[src/rtl/mem_bus_arbiter.sv]
// N-master to single-slave memory bus arbiter: fixed-priority or round-robin,
// grant held from selection until the slave acks, one idle cycle between grants.
module mem_bus_arbiter #(
    parameter int NUM_MASTERS = 2,
    parameter int ADDR_WIDTH  = 19,
    parameter int DATA_WIDTH  = 16,
    parameter bit ROUND_ROBIN = 1'b1
) (
    input  logic                                 clk,
    input  logic                                 reset,
    input  logic [NUM_MASTERS-1:0]               m_access,
    output logic [NUM_MASTERS-1:0]               m_ack,
    input  logic [NUM_MASTERS*ADDR_WIDTH-1:0]    m_addr,
    input  logic [NUM_MASTERS*DATA_WIDTH-1:0]    m_data_out,
    input  logic [NUM_MASTERS-1:0]               m_wr_en,
    input  logic [NUM_MASTERS*DATA_WIDTH/8-1:0]  m_bytesel,
    input  logic [NUM_MASTERS-1:0]               m_io,
    output logic [DATA_WIDTH-1:0]                m_data_in,
    output logic                                 s_access,
    input  logic                                 s_ack,
    output logic [ADDR_WIDTH-1:0]                s_addr,
    output logic [DATA_WIDTH-1:0]                s_data_out,
    output logic                                 s_wr_en,
    output logic [DATA_WIDTH/8-1:0]              s_bytesel,
    output logic                                 s_io,
    input  logic [DATA_WIDTH-1:0]                s_data_in,
    output logic [$clog2(NUM_MASTERS)-1:0]       grant
);
    localparam int GW = $clog2(NUM_MASTERS);
    localparam int BW = DATA_WIDTH / 8;

    typedef enum logic {IDLE = 1'b0, BUSY = 1'b1} state_t;

    state_t        state_q, state_d;
    logic [GW-1:0] grant_q, grant_d;
    logic [GW-1:0] ptr_q, ptr_d;
    logic          busy;

    // First requester found scanning upward from start, wrapping modulo NUM_MASTERS.
    function automatic logic [GW-1:0] pick(input logic [NUM_MASTERS-1:0] req,
                                           input logic [GW-1:0] start);
        logic [GW-1:0] win;
        logic          found;
        int            idx;
        win   = '0;
        found = 1'b0;
        for (int i = 0; i < NUM_MASTERS; i++) begin
            idx = (int'(start) + i) % NUM_MASTERS;
            if (!found && req[idx]) begin
                found = 1'b1;
                win   = GW'(idx);
            end
        end
        return win;
    endfunction

    always_comb begin
        state_d = state_q;
        grant_d = grant_q;
        ptr_d   = ptr_q;
        case (state_q)
            IDLE: begin
                if (|m_access) begin
                    grant_d = pick(m_access, ROUND_ROBIN ? ptr_q : '0);
                    state_d = BUSY;
                end
            end
            BUSY: begin
                if (s_ack) begin
                    state_d = IDLE;
                    if (ROUND_ROBIN)
                        ptr_d = (grant_q == GW'(NUM_MASTERS - 1)) ? '0 : grant_q + GW'(1);
                end
            end
            default: state_d = IDLE;
        endcase
    end

    // Reset masks the slave-side request and ack so an aborted transfer never completes.
    always_comb begin
        busy       = (state_q == BUSY) && !reset;
        m_ack      = '0;
        if (busy && s_ack)
            m_ack[grant_q] = 1'b1;
        s_access   = busy;
        s_addr     = busy ? m_addr[grant_q*ADDR_WIDTH +: ADDR_WIDTH] : '0;
        s_data_out = busy ? m_data_out[grant_q*DATA_WIDTH +: DATA_WIDTH] : '0;
        s_wr_en    = busy & m_wr_en[grant_q];
        s_bytesel  = busy ? m_bytesel[grant_q*BW +: BW] : '0;
        s_io       = busy & m_io[grant_q];
        m_data_in  = s_data_in;
        grant      = grant_q;
    end

    always_ff @(posedge clk) begin
        if (reset) begin
            state_q <= IDLE;
            grant_q <= '0;
            ptr_q   <= '0;
        end else begin
            state_q <= state_d;
            grant_q <= grant_d;
            ptr_q   <= ptr_d;
        end
    end

    a_hold_access: assert property (@(posedge clk) disable iff (reset)
        (state_q == BUSY) |-> m_access[grant_q]);

endmodule

[config.mk]
export PLATFORM = sky130hd
export DESIGN_NAME = mem_bus_arbiter
export DESIGN_NICKNAME = d
export VERILOG_FILES = /design/src/rtl/mem_bus_arbiter.sv
export SDC_FILE = /design/constraint.sdc
export NUM_CORES = 1
export LEC_CHECK = 0
export BUFFER_PORTS_ARGS = -buffer_cell sky130_fd_sc_hd__buf_2
export CAP_MARGIN = 20
export CORE_MARGIN = 3
export CORE_UTILIZATION = 25
export DETAILED_ROUTE_END_ITERATION = 16
export GPL_TIMING_DRIVEN = 0
export PLACE_DENSITY = 0.78
export SLEW_MARGIN = 15
export SYNTH_ARGS = -nofsm -noshare
export SYNTH_HDL_FRONTEND = slang
export SYNTH_SLANG_ARGS = --single-unit
export TNS_END_PERCENT = 30
[constraint.sdc]
create_clock -name clk -period 1 [get_ports clk]
set_input_delay 0.1 -clock clk [delete_from_list [all_inputs] [get_ports clk]]
set_output_delay 0.1 -clock clk [all_outputs]
set_load 0.005 [all_outputs]
# Word level (Yosys, flattened, before mapping)

Cells that the tools add are included.

Word-level logic and storage cells: 50
Input bits: 99
Register bits: 3
Output and inout bits: 59

$mul: 1
Add/sub/neg operators: 2
Multiplexer cells: 24
Magnitude comparators: 4
Bitwise logic cells: 4
Reductions and logical operators: 9
Shifts and indexed selects: 3

Operator list:

| operator            | count |
|---|---|
| $shiftx 38x7->19    | 1 |
| $shiftx 32x6->16    | 1 |
| $mux 19             | 1 |
| $mux 1              | 18 |
| $mux 16             | 1 |
| $mul 1x5->6 const B | 1 |
| $logic_and 1x1->1   | 4 |
| $lt 1x2->1 const B  | 2 |
| $mux 2              | 2 |
| $reduce_and 2->1    | 2 |
| $shiftx 4x3->2      | 1 |
| $lt 2x3->1 const B  | 1 |
| $add 1x1->1 const B | 2 |
| $and 1x1->1         | 2 |
| $logic_not 1->1     | 2 |
| $pmux 1 s2          | 1 |
| $reduce_or 2->1     | 1 |
| $and 1x1->1 const A | 1 |
| $demux 1 s1         | 1 |
| $ge 1x1->1 const B  | 1 |
| $not 1->1           | 1 |

# Longest topological paths before layout

Gate-level depths: netlist (run 1).

Depth after elaboration: 8
Mapped depth: 4
Depth with buffers taken out: 3

# Least setup slack after synthesis (run 1)

OpenSTA, ideal clock, no wires.

Path type: register to output
From: register grant_q, in the netlist grant
To: output port s_data_out[8]
Setup slack: 0.000 ns
Arrival time: 0.900 ns
Buffers on the path: 2
Required time: 0.900 ns
Cell stages (with the launch flop): 5
Path through: dfxtp_1 -> buf_6 -> buf_12 -> mux2i_1 -> nor2_2

Cells in the longest elaborated chain, start to end: 2

RTL lines:

| element                  | line | RTL |
|---|---|---|
| start: declaration       | 35   | `logic [GW-1:0] grant_q, grant_d;` |
| start signal: assignment | 102  | `grant_q <= grant_d;` |
| $shiftx 32x6->16         | 87   | `s_data_out = busy ? m_data_out[grant_q*DATA_WIDTH +: DATA_WIDTH] : '0;` |
| $mux 16                  | 87   |  |
| end: declaration         | 22   | `output logic [DATA_WIDTH-1:0] s_data_out,` |

No other way between the ends.

# Final worst setup path (run 1)

From: register grant_q, in the netlist grant
To: output port s_addr[0]

Cells in the longest elaborated chain, start to end: 3

RTL lines:

| element          | line | RTL |
|---|---|---|
| $mul 1x5->6      | 86   | `s_addr = busy ? m_addr[grant_q*ADDR_WIDTH +: ADDR_WIDTH] : '0;` |
| $shiftx 38x7->19 | 86   |  |
| $mux 19          | 86   |  |
| end: declaration | 21   | `output logic [ADDR_WIDTH-1:0] s_addr,` |

No other way between the ends.

==> results of run 1 <==
[repair_timing]
action | in CTS | in global routing
pin swaps | 0 | 1
gates resized for setup | 5 | 7
cloned | 1 | 3
setup buffers | 3 | 0
endpoints found under the setup margin | 42 | 42
[sequential cells by signal, indices dropped and copies added (netlist names)]
| signal | flops |
|---|---|
| ptr_q | 1 |
| grant | 1 |
| state_q | 1 |
[path summary, 6_finish.rpt]
check / cells past startpoint / slack, ps / from / end
worst max-delay path: 5 / -340 / grant$_SDFFE_PP0P_ / s_addr[0]
worst min register to register: 2 / 530 / ptr_q$_SDFFE_PP0P_ / ptr_q$_SDFFE_PP0P_
worst min-delay path: 2 / 120 / s_ack / state_q$_SDFF_PP0_
worst max register to register: 3 / 50 / grant$_SDFFE_PP0P_ / ptr_q$_SDFFE_PP0P_
[layer usage]
layer	up-vias	part of all wire, %
met5	-	0
met4	0	0
met3	0	13
met2	93	53
met1	585	34
li1	693	-
[logic make-up (layout without fill, tap and decap cells)]
family,after synthesis,after routing,share of synthesized area (%)
flops,3,3,6.45
mux,39,39,41.9
buf+inv,29,181,27.4
simple gates,44,44,20.0
compound gates,6,6,4.17
[synth_stat cells]
| cell | count |
|---|---|
| sky130_fd_sc_hd__buf_2 | 2 |
| sky130_fd_sc_hd__buf_6 | 1 |
| sky130_fd_sc_hd__nor2_1 | 37 |
| sky130_fd_sc_hd__a211oi_1 | 1 |
| sky130_fd_sc_hd__nand2b_4 | 1 |
| sky130_fd_sc_hd__dfxtp_1 | 3 |
| sky130_fd_sc_hd__nor2_2 | 2 |
| sky130_fd_sc_hd__a311oi_1 | 1 |
| sky130_fd_sc_hd__mux2i_1 | 39 |
| sky130_fd_sc_hd__inv_1 | 3 |
| sky130_fd_sc_hd__o21ai_1 | 1 |
| sky130_fd_sc_hd__nor3_1 | 2 |
| sky130_fd_sc_hd__a21oi_1 | 2 |
| sky130_fd_sc_hd__o211ai_1 | 1 |
| sky130_fd_sc_hd__buf_12 | 4 |
| sky130_fd_sc_hd__nor3b_1 | 1 |
| sky130_fd_sc_hd__nand2_1 | 1 |
| sky130_fd_sc_hd__buf_4 | 19 |
[cells in the final DEF (no fill, tap or decap)]
cell / instances
sky130_fd_sc_hd__mux2i_1: 37
sky130_fd_sc_hd__o211ai_1: 1
sky130_fd_sc_hd__clkbuf_16: 3
sky130_fd_sc_hd__clkbuf_8: 3
sky130_fd_sc_hd__dfxtp_1: 2
sky130_fd_sc_hd__mux2i_2: 2
sky130_fd_sc_hd__nand2b_4: 1
sky130_fd_sc_hd__buf_4: 20
sky130_fd_sc_hd__buf_12: 5
sky130_fd_sc_hd__buf_16: 1
sky130_fd_sc_hd__nor3_1: 2
sky130_fd_sc_hd__a311oi_1: 1
sky130_fd_sc_hd__clkbuf_1: 1
sky130_fd_sc_hd__nor2_1: 37
sky130_fd_sc_hd__a21oi_1: 2
sky130_fd_sc_hd__buf_8: 1
sky130_fd_sc_hd__inv_1: 2
sky130_fd_sc_hd__nor3b_2: 1
sky130_fd_sc_hd__o21ai_1: 1
sky130_fd_sc_hd__dfxtp_4: 1
sky130_fd_sc_hd__a211oi_1: 1
sky130_fd_sc_hd__buf_2: 143
sky130_fd_sc_hd__nand2_1: 1
sky130_fd_sc_hd__inv_2: 1
sky130_fd_sc_hd__nor2_2: 2
sky130_fd_sc_hd__buf_6: 1
[per-stage QoR]
step	setup WS (ps)	cells	utilization [%]	hold WS, ps
finish	-335	319	54.8	115
global route	-411	319	54.8	137
CTS	-359	316	52.0	112
detailed placement	-170	308	48.8	333
global placement	-148	308	48.8	340
floorplan	0.450	121	-	169
[final cells by class]
type / count / area, sq um / share of cell area [%]
clock buffer: 4 / 45.0 / 2.37
inverter: 3 / 11.3 / 0.592
tap: 46 / 57.6 / 3.03
sequential: 3 / 63.8 / 3.36
timing repair buffer: 148 / 831 / 43.7
multi-input combinational: 89 / 628 / 33.0
buffer: 26 / 264 / 13.9
[power by group through the flow]
stage	Clock (W)	Combinational (W)	Sequential, W
2_1_floorplan	0	0.000364	0.000135
3_3_place_gp	0	0.000649	0.000135
3_5_place_dp	0	0.000663	0.000135
4_1_cts	0.000358	0.000700	0.000136
5_1_grt	0.000371	0.000816	0.000139
6_report	0.000349	0.000745	0.000138
==> implementation parameters, run 1 <==
Parameter                              Value

Timing
  Final-report setup violation count ... 42
  Worst Tran Pin Value ... 208 ps
  Setup TNS ... -12660 ps
  Worst slew slack as a fraction of its limit ... 86.0%
  Ratio of final minimum period to clock period ... 134%
  Setup repair after global routing missed its margin ... yes
  Post-layout worst setup margin ... -335 ps
  Worst clock skew on the final layout ... 3.26 ps
  Final hold violation count ... 0
  Number of pins exceeding their max-slew limit in the final report ... 0
  Maximum clock frequency ... 0.749 GHz
  Final period demand of the worst path ... 1340 ps

Synthesis
  Synthesized net count ... 220
  Cell count after synthesis ... 121
  Leading cell types by total area after synthesis ... sky130_fd_sc_hd__mux2i_1 42%, sky130_fd_sc_hd__buf_4 15%, sky130_fd_sc_hd__nor2_1 15%
  Leading area contributor after synthesis ... sky130_fd_sc_hd__mux2i_1
  Total of flip-flops plus latches after synthesis ... 3
  Number of warnings reported in the yosys synthesis log ... 0
  Share of synthesized area occupied by flip-flops and latches ... 6.45%
  Count of different cell masters after synthesis ... 18
  Syn Std Cell Area ... 931 sq um
  Synth top area share ... 41.9%
  Synth Area per Inst ... 7.69 sq um

Placement
  Detail Placement HPWL ... 3110 um
  DP Area ... 1690 sq um
  # port buffers ... 141
  Gpl congestion ... 0.639

Pwr
  Internal power ... 0.000864 W
  Post-layout power ... 0.00123 W
  Clock power frac ... 28.4%
  Worst ir drop on vdd ... 0.875 mV
  Static leakage ... 1.07 nW
  Part of the total power dissipated in combinational logic ... 60.5%
  Part of the power in registers ... 11.2%
  Ratio of total power to cell area ... 648 nW/um^2
  Psw ... 0.000368 W
  Switching power share of the total ... 29.9%

Routing
  Detailed Routing Iterations Pass 1 ... 4
  Drt via density ... 4.30
  Count of nets left with antenna violations after detail routing ... 0
  Iteration-0 DRC count of the detailed router ... 24
  Vias after detailed routing ... 1371
  Avg WL per Cell ... 12.0 um
  Number of DRC violations after detailed routing ... 0
  Total routed wirelength ... 3840 um

Final layout
  Synthesis-to-finish area growth ... 104%
  Filler Cell Count ... 345
  Number of nets in the layout ... 373
  Share of final-layout standard cells stronger than drive strength 1 ... 67.8%
  Number of diodes added for antenna fixing ... 0
  Post-route design area ... 1900 sq um

CTS
  CTS Root Buffer Type ... sky130_fd_sc_hd__clkbuf_8
  Maximum count of clock buffers along a single path ... 2
  Maximum level of the CTS H-tree ... 1
  Clock Sinks ... 3
  Number of buffers created by CTS ... 3
  Source-to-sink clock delay at the later pin of the worst-skew pair ... 220 ps
  Hold buffers post-CTS ... 0
  TritonCTS clock tree ... done
  Reg clk slew, reported paths ... 30 ps

GRT
  Total global routing track utilization ... 14.3%
  Met2 capacity usage during global routing ... 29.9%
  Final global-route overflow total ... 0
  Pin count of the biggest net entering global routing ... 11
  GRT busiest layer ... met2
  Global-route wire length before repair ... 5140 um
  Number of antenna violations at the first check in global routing ... 0
  Met3 usage in global routing ... 3.37%
  Number of global-route vias before repair ... 1223
  Global routing usage on met1 ... 14.0%

Worst setup path
  Highest-delay cell along the critical path ... sky130_fd_sc_hd__dfxtp_4
  Type of the worst setup path ... flip-flop to primary output
  Worst path top cell family by delay ... buffers and inverters
  Crit path DAT ... 1240 ps
  Required arrival time at the worst endpoint ... 900 ps
  Crit. End Element ... primary output
  Maximum fanout along the worst path ... 6
  Critical Path Source Type ... flip-flop
  Buffering stage count on the worst path with inverters included ... 3
  CP Cell Sequence ... buf_12 > clkbuf_16 > mux2i_1 > nor2_1 > buf_2
  Delay of the slowest cell on the worst path ... 370 ps

Floorplan
  Initial Utilization ... 26.8%
  Core box area ... 3470 sq um
  Die Span Y ... 67.0 um
  # rows ... 21
  Die width ... 67.0 um
  I/O pin total ... 158
  DIE AREA ... 4490 sq um

Hold path
  Kind of path behind the tightest hold check ... input port to flip-flop

Run
  Max-cap viol count ... 0

Status
  Failing checks ... setup timing
  Outcome ... finished, violations left
(Power assumes the default switching activity.)
==> run 2: changes to the inputs <==
- REMOVE_ABC_BUFFERS: default -> 1
- SETUP_SLACK_MARGIN: default -> 0.2
==> run 2 against run 1 <==
- the flow still finishes with violations (setup timing)
- non-clock buffer count shrank 44
- global-route usage grew 0.55 points
- first-iteration DRC count shrank 33%
- final cell count shrank 13%
- hold slack gained 2.9 ps
- core utilization shrank 10 points
- clock power is essentially flat
- cell area shrank 18%
- sequential share of layout area grew 1.0 points
- worst setup slack gained 46 ps
- critical path type unchanged
- highest routed layer is now met5
==> implementation parameters, run 2 (synthesis gave the netlist of run 1 again) <==
Parameter                              Value

Status
  Outcome ... finished, violations left
  Failing checks ... setup timing

GRT
  Number of global-route vias before repair ... 1129 (-7.7%)
  Final global-route overflow total ... 0 (unchanged)
  Pin count of the biggest net entering global routing ... 25 (+14)
  Number of antenna violations at the first check in global routing ... 0 (unchanged)
  Total global routing track utilization ... 14.9% (+0.55 points)
  Global-route wire length before repair ... 5030 um (-2.1%)

Routing
  Number of DRC violations after detailed routing ... 0 (unchanged)
  Avg WL per Cell ... 13.8 um (+15%)
  Drt via density ... 4.47 (+4.1%)
  Vias after detailed routing ... 1239 (-9.6%)
  Total routed wirelength ... 3830 um (-0.13%)
  Count of nets left with antenna violations after detail routing ... 0 (unchanged)
  Detailed Routing Iterations Pass 1 ... 6 (+2)
  Iteration-0 DRC count of the detailed router ... 16 (-33%)

CTS
  Number of buffers created by CTS ... 3 (unchanged)
  Hold buffers post-CTS ... 0 (unchanged)
  Reg clk slew, reported paths ... 30 ps (about the same)
  Maximum count of clock buffers along a single path ... 2 (unchanged)
  TritonCTS clock tree ... done
  Source-to-sink clock delay at the later pin of the worst-skew pair ... 210 ps (about the same)
  Clock Sinks ... 3 (unchanged)
  Maximum level of the CTS H-tree ... 1 (unchanged)
  CTS Root Buffer Type ... sky130_fd_sc_hd__clkbuf_8

Worst setup path
  Buffering stage count on the worst path with inverters included ... 2 (-1)
  Type of the worst setup path ... flip-flop to primary output
  CP Cell Sequence ... buf_12 > mux2i_1 > nor2_1 > buf_2
  Crit. End Element ... primary output
  Critical Path Source Type ... flip-flop
  Worst path top cell family by delay ... flip-flops
  Delay of the slowest cell on the worst path ... 400 ps (+30 ps)
  Required arrival time at the worst endpoint ... 900 ps (about the same)
  Highest-delay cell along the critical path ... sky130_fd_sc_hd__dfxtp_4
  Crit path DAT ... 1190 ps (-50 ps)
  Maximum fanout along the worst path ... 12 (+6)

Final layout
  Non-filler cells, final ... 277 (-13%)
  Post-route design area ... 1550 sq um (-18%)
  Commonest cells after routing, fill and taps aside ... 125 x sky130_fd_sc_hd__buf_2, 38 x sky130_fd_sc_hd__mux2i_1, 37 x sky130_fd_sc_hd__nor2_1
  Share of final-layout standard cells stronger than drive strength 1 ... 61.9% (-5.9 points)
  Number of nets in the layout ... 331 (-11%)
  Number of diodes added for antenna fixing ... 0 (unchanged)
  Synthesis-to-finish area growth ... 66.7%
  Most common cell after layout, fill and taps aside ... sky130_fd_sc_hd__buf_2

Pwr
  Part of the power in registers ... 14.5% (+3.3 points)
  Clock power frac ... 32.9% (+4.5 points)
  Switching power share of the total ... 31.7% (+1.8 points)
  Post-layout power ... 0.00106 W (-14%)
  Worst ir drop on vdd ... 0.322 mV (-63%)
  Static leakage ... 0.866 nW (-19%)
  Ratio of total power to cell area ... 684 nW/um^2 (+5.6%)
  Internal power ... 0.000726 W (-16%)
  Psw ... 0.000336 W (-8.6%)
  Part of the total power dissipated in combinational logic ... 52.5% (-8.0 points)

Hold path
  Kind of path behind the tightest hold check ... input port to flip-flop

Placement
  Detail Placement HPWL ... 2780 um (-10%)
  Gpl congestion ... 0.708 (+11%)
  # port buffers ... 125 (-11%)
  DP Area ... 1390 sq um (-18%)
  Count of placed standard cells including taps ... 267 (-13%)
  Setup slack after placement ... -554 ps (-384 ps)

Timing
  Worst clock skew on the final layout ... 3.66 ps (+0.400 ps)
  Worst Tran Pin Value ... 244 ps (+35.3 ps)
  Maximum clock frequency ... 0.776 GHz (+3.6%)
  Final period demand of the worst path ... 1290 ps (-46.1 ps)
  Final hold violation count ... 0 (unchanged)
  Ratio of final minimum period to clock period ... 129% (-4.6 points)
  Setup repair after global routing missed its margin ... yes
  Worst slew slack as a fraction of its limit ... 83.8% (-2.3 points)
  Post-layout worst setup margin ... -289 ps (+46.1 ps)
  Final-report setup violation count ... 43 (+2.4%)
  Number of pins exceeding their max-slew limit in the final report ... 0 (unchanged)

Run
  Max-cap viol count ... 0 (unchanged)

Floorplan
  DIE AREA ... 4490 sq um (unchanged)
  Initial Utilization ... 26.8% (unchanged)
  Core box area ... 3470 sq um (unchanged)
  I/O pin total ... 158 (unchanged)
  # rows ... 21 (unchanged)
  Die Span Y ... 67.0 um (unchanged)
  Die width ... 67.0 um (unchanged)
==> run 2: worst paths after layout <==
| check | from | endpoint | slack [ps] | cells past startpoint |
|---|---|---|---|---|
| setup / recovery | grant$_SDFFE_PP0P_ | s_addr[8] | -290 | 4 |
| hold / removal | s_ack | state_q$_SDFF_PP0_ | 120 | 2 |
| setup reg to reg | grant$_SDFFE_PP0P_ | grant$_SDFFE_PP0P_ | 150 | 3 |
| hold reg to reg | ptr_q$_SDFFE_PP0P_ | ptr_q$_SDFFE_PP0P_ | 500 | 2 |
==> run 2: per-layer routing <==
layer / part of all wire [%] / wire length [um] / up-vias / track usage [%]
met5: 0.97 / 37 / - / 8.33
met4: 0.52 / 20 / 2 / 4.81
met1: 35 / 1360 / 524 / 14.9
met2: 48 / 1850 / 100 / 24.5
li1: - / - / 609 / -
met3: 15 / 564 / 4 / 9.11
==> run 2: what timing repair did <==
item                                    in CTS  in global routing
pin swaps                                    1                  3
endpoints found under the setup margin      46                 46
gates cloned                                 2                  1
resized for setup                            6                  6
setup buffers                                3                  0
==> run 2: layout make-up <==
cell class | instances | area, sq um
fillers | 380 | 1920
flip-flops and latches | 3 | 67.6
well taps | 46 | 57.6
clock buffers | 4 | 45.0
repair buffers | 130 | 713
multi-input cells | 91 | 657
inverters | 3 | 11.3
==> run 2: through the flow <==
stage,hold WS (ps),utilization (%),TNS (ps)
2_1_floorplan,169,-,-44720
3_3_place_gp,200,39.5,-63780
3_5_place_dp,200,40.1,-16980
4_1_cts,109,43.3,-10480
5_1_grt,123,44.7,-13030
6_report,118,44.7,-10400
==> run 2: power groups by stage <==
| stage | sequential [W] | clock [W] | combinational (W) |
|---|---|---|---|
| floorplan | 0.000181 | 0 | 0.000210 |
| global placement | 0.000191 | 0 | 0.000456 |
| detailed placement | 0.000169 | 0 | 0.000484 |
| CTS | 0.000150 | 0.000356 | 0.000541 |
| global route | 0.000156 | 0.000376 | 0.000617 |
| finish | 0.000154 | 0.000350 | 0.000558 |
==> run 3: changes to the inputs <==
- CORE_MARGIN: 3 -> default
==> run 3 against run 2 <==
- the flow still finishes with violations (setup timing)
- hold slack worse by 7.7 ps
- final cell count down 0.72%
- die area down 12%
- critical path type unchanged
- highest routed layer is now met4
==> implementation parameters, run 3 (synthesis gave the netlist of run 1 again) <==
Parameter                              Value

Timing
  Setup repair after global routing missed its margin ... yes
  Post-layout worst setup margin ... -290 ps (-0.603 ps)
  Maximum clock frequency ... 0.775 GHz (about the same)
  Worst clock skew on the final layout ... 3.97 ps (+0.311 ps)
  Worst slew slack as a fraction of its limit ... 82.7% (-1.1 points)
  Final-report setup violation count ... 43 (unchanged)
  Final hold violation count ... 0 (unchanged)
  Worst Tran Pin Value ... 260 ps (+16.2 ps)
  Number of pins exceeding their max-slew limit in the final report ... 0 (unchanged)
  Final period demand of the worst path ... 1290 ps (+0.603 ps)
  Ratio of final minimum period to clock period ... 129% (about the same)

Hold path
  Start point of the worst min-delay path ... s_ack
  Hold-critical path endpoint ... state_q$_SDFF_PP0_
  Kind of path behind the tightest hold check ... input port to flip-flop
  Hold-critical path depth ... 2 (unchanged)

CTS
  Maximum count of clock buffers along a single path ... 2 (unchanged)
  Maximum level of the CTS H-tree ... 1 (unchanged)
  Clock Sinks ... 3 (unchanged)
  Number of buffers created by CTS ... 3 (unchanged)
  Source-to-sink clock delay at the later pin of the worst-skew pair ... 220 ps (about the same)
  CTS Root Buffer Type ... sky130_fd_sc_hd__clkbuf_8
  Reg clk slew, reported paths ... 30 ps (about the same)
  TritonCTS clock tree ... done

Final layout
  Number of nets in the layout ... 329 (-0.60%)
  Post-route design area ... 1530 sq um (-1.7%)
  Synthesis-to-finish area growth ... 63.8%
  Most common cell after layout, fill and taps aside ... sky130_fd_sc_hd__buf_2
  Commonest cells after routing, fill and taps aside ... 124 x sky130_fd_sc_hd__buf_2, 37 x sky130_fd_sc_hd__mux2i_1, 37 x sky130_fd_sc_hd__nor2_1
  Filler Cell Count ... 358 (-5.8%)
  Share of final-layout standard cells stronger than drive strength 1 ... 61.6% (-0.33 points)
  Number of diodes added for antenna fixing ... 0 (unchanged)

Floorplan
  Die width ... 63.0 um (-6.0%)
  Core box area ... 3440 sq um (-0.76%)
  DIE AREA ... 3970 sq um (-12%)
  I/O pin total ... 158 (unchanged)
  Initial Utilization ... 27.0% (+0.20 points)
  # rows ... 21 (unchanged)
  Die Span Y ... 63.0 um (-6.0%)

Placement
  Setup slack after placement ... -514 ps (+39.8 ps)
  Detail Placement HPWL ... 2430 um (-13%)
  Gpl congestion ... 0.706 (-0.28%)
  # port buffers ... 125 (unchanged)
  DP Area ... 1390 sq um (unchanged)

Worst setup path
  Required arrival time at the worst endpoint ... 900 ps (about the same)
  Crit. End Element ... primary output
  Crit path DAT ... 1190 ps (about the same)
  Maximum fanout along the worst path ... 12 (unchanged)
  Worst setup slack for register-to-register paths ... 140 ps (about the same)
  CP Cell Sequence ... buf_12 > mux2i_2 > nor2_1 > buf_2
  Highest-delay cell along the critical path ... sky130_fd_sc_hd__dfxtp_4
  Delay of the slowest cell on the worst path ... 390 ps (about the same)
  End of the worst register-to-register path ... grant$_SDFFE_PP0P_
  Critical Path Source Type ... flip-flop
  Worst R2R Path Depth ... 3 (unchanged)
  FF-to-FF Start ... grant$_SDFFE_PP0P_
  Type of the worst setup path ... flip-flop to primary output

Pwr
  Static leakage ... 0.850 nW (-1.9%)
  Ratio of total power to cell area ... 694 nW/um^2 (+1.4%)
  Worst ir drop on vdd ... 0.323 mV (+0.14%)

Routing
  Vias after detailed routing ... 1276 (+3.0%)
  Avg WL per Cell ... 12.4 um (-10%)
  Number of DRC violations after detailed routing ... 0 (unchanged)
  Drt via density ... 4.64 (+3.7%)
  Count of nets left with antenna violations after detail routing ... 0 (unchanged)
  Iteration-0 DRC count of the detailed router ... 17 (+1)
  Detailed Routing Iterations Pass 1 ... 4 (-2)
  Total routed wirelength ... 3420 um (-11%)

GRT
  Number of global-route vias before repair ... 1183 (+4.8%)
  Final global-route overflow total ... 0 (unchanged)
  Global-route wire length before repair ... 5090 um (+1.2%)
  Total global routing track utilization ... 16.3% (+1.4 points)
  Number of antenna violations at the first check in global routing ... 0 (unchanged)
  Pin count of the biggest net entering global routing ... 24 (-4.0%)

Status
  Failing checks ... setup timing
  Outcome ... finished, violations left

Run
  Max-cap viol count ... 0 (unchanged)
## run 3: report_power, final
group | internal [W] | total [W] | leakage, nW | switching (W)
logic | 0.000319 | 0.000550 | 0.801 | 0.000231
clock network | 0.000272 | 0.000359 | 0.0228 | 0.0000867
registers | 0.000129 | 0.000150 | 0.0260 | 0.0000203
## run 3: worst max-delay path: cells and delay by family, from the launching register on
family / cells / cell delay, ps
buffers and inverters: 2 / 290
DFF: 1 / 390
muxes: 1 / 220
and+or+nand+nor: 1 / 60
## run 3: layout make-up
class                   count  area (sq um)  share of cell area [%]
inverters                   3          11.3                   0.738
flip-flops and latches      3          67.6                    4.43
well taps                  46          57.6                    3.77
multi-input cells          90           637                    41.8
repair buffers            129           707                    46.3
clock buffers               4          45.0                    2.95
## run 3: how the worst max path moves through the flow
| stage | start | endpoint | slack (ps) |
|---|---|---|---|
| floorplan | grant$_SDFFE_PP0P_ | s_data_out[8] | -1050 |
| global placement | grant$_SDFFE_PP0P_ | s_data_out[8] | -1450 |
| detailed placement | grant$_SDFFE_PP0P_ | s_data_out[8] | -510 |
| CTS | grant$_SDFFE_PP0P_ | s_data_out[8] | -300 |
| global route | grant$_SDFFE_PP0P_ | s_data_out[13] | -350 |
| finish | grant$_SDFFE_PP0P_ | s_addr[17] | -290 |
## run 3: metrics by stage
stage	instances	power [W]	hold slack, ps	TNS, ps	util [%]
after floorplan	95	0.000390	169	-44720	-
after global placement	266	0.000638	200	-62400	39.8
after detailed placement	267	0.000648	200	-15580	40.4
after CTS	274	0.00104	109	-10340	43.0
after global routing	275	0.00115	120	-13230	44.3
final	275	0.00106	111	-10280	44.3
## run 3: layer usage
layer	GRT usage (%)	wire length (um)	share of wire [%]
met1	15.1	1280	37
met2	29.4	1630	48
met3	8.03	474	14
met4	6.10	36	1.1
met5	5.56	0	0
## run 3: what timing repair did
action                     4_1_cts  5_1_grt
setup buffers                    2        0
gates resized for setup          6        5
hold buffers                     0        0
cloned                           1        1
pin swaps                        0        2
setup endpoints to repair       46       46
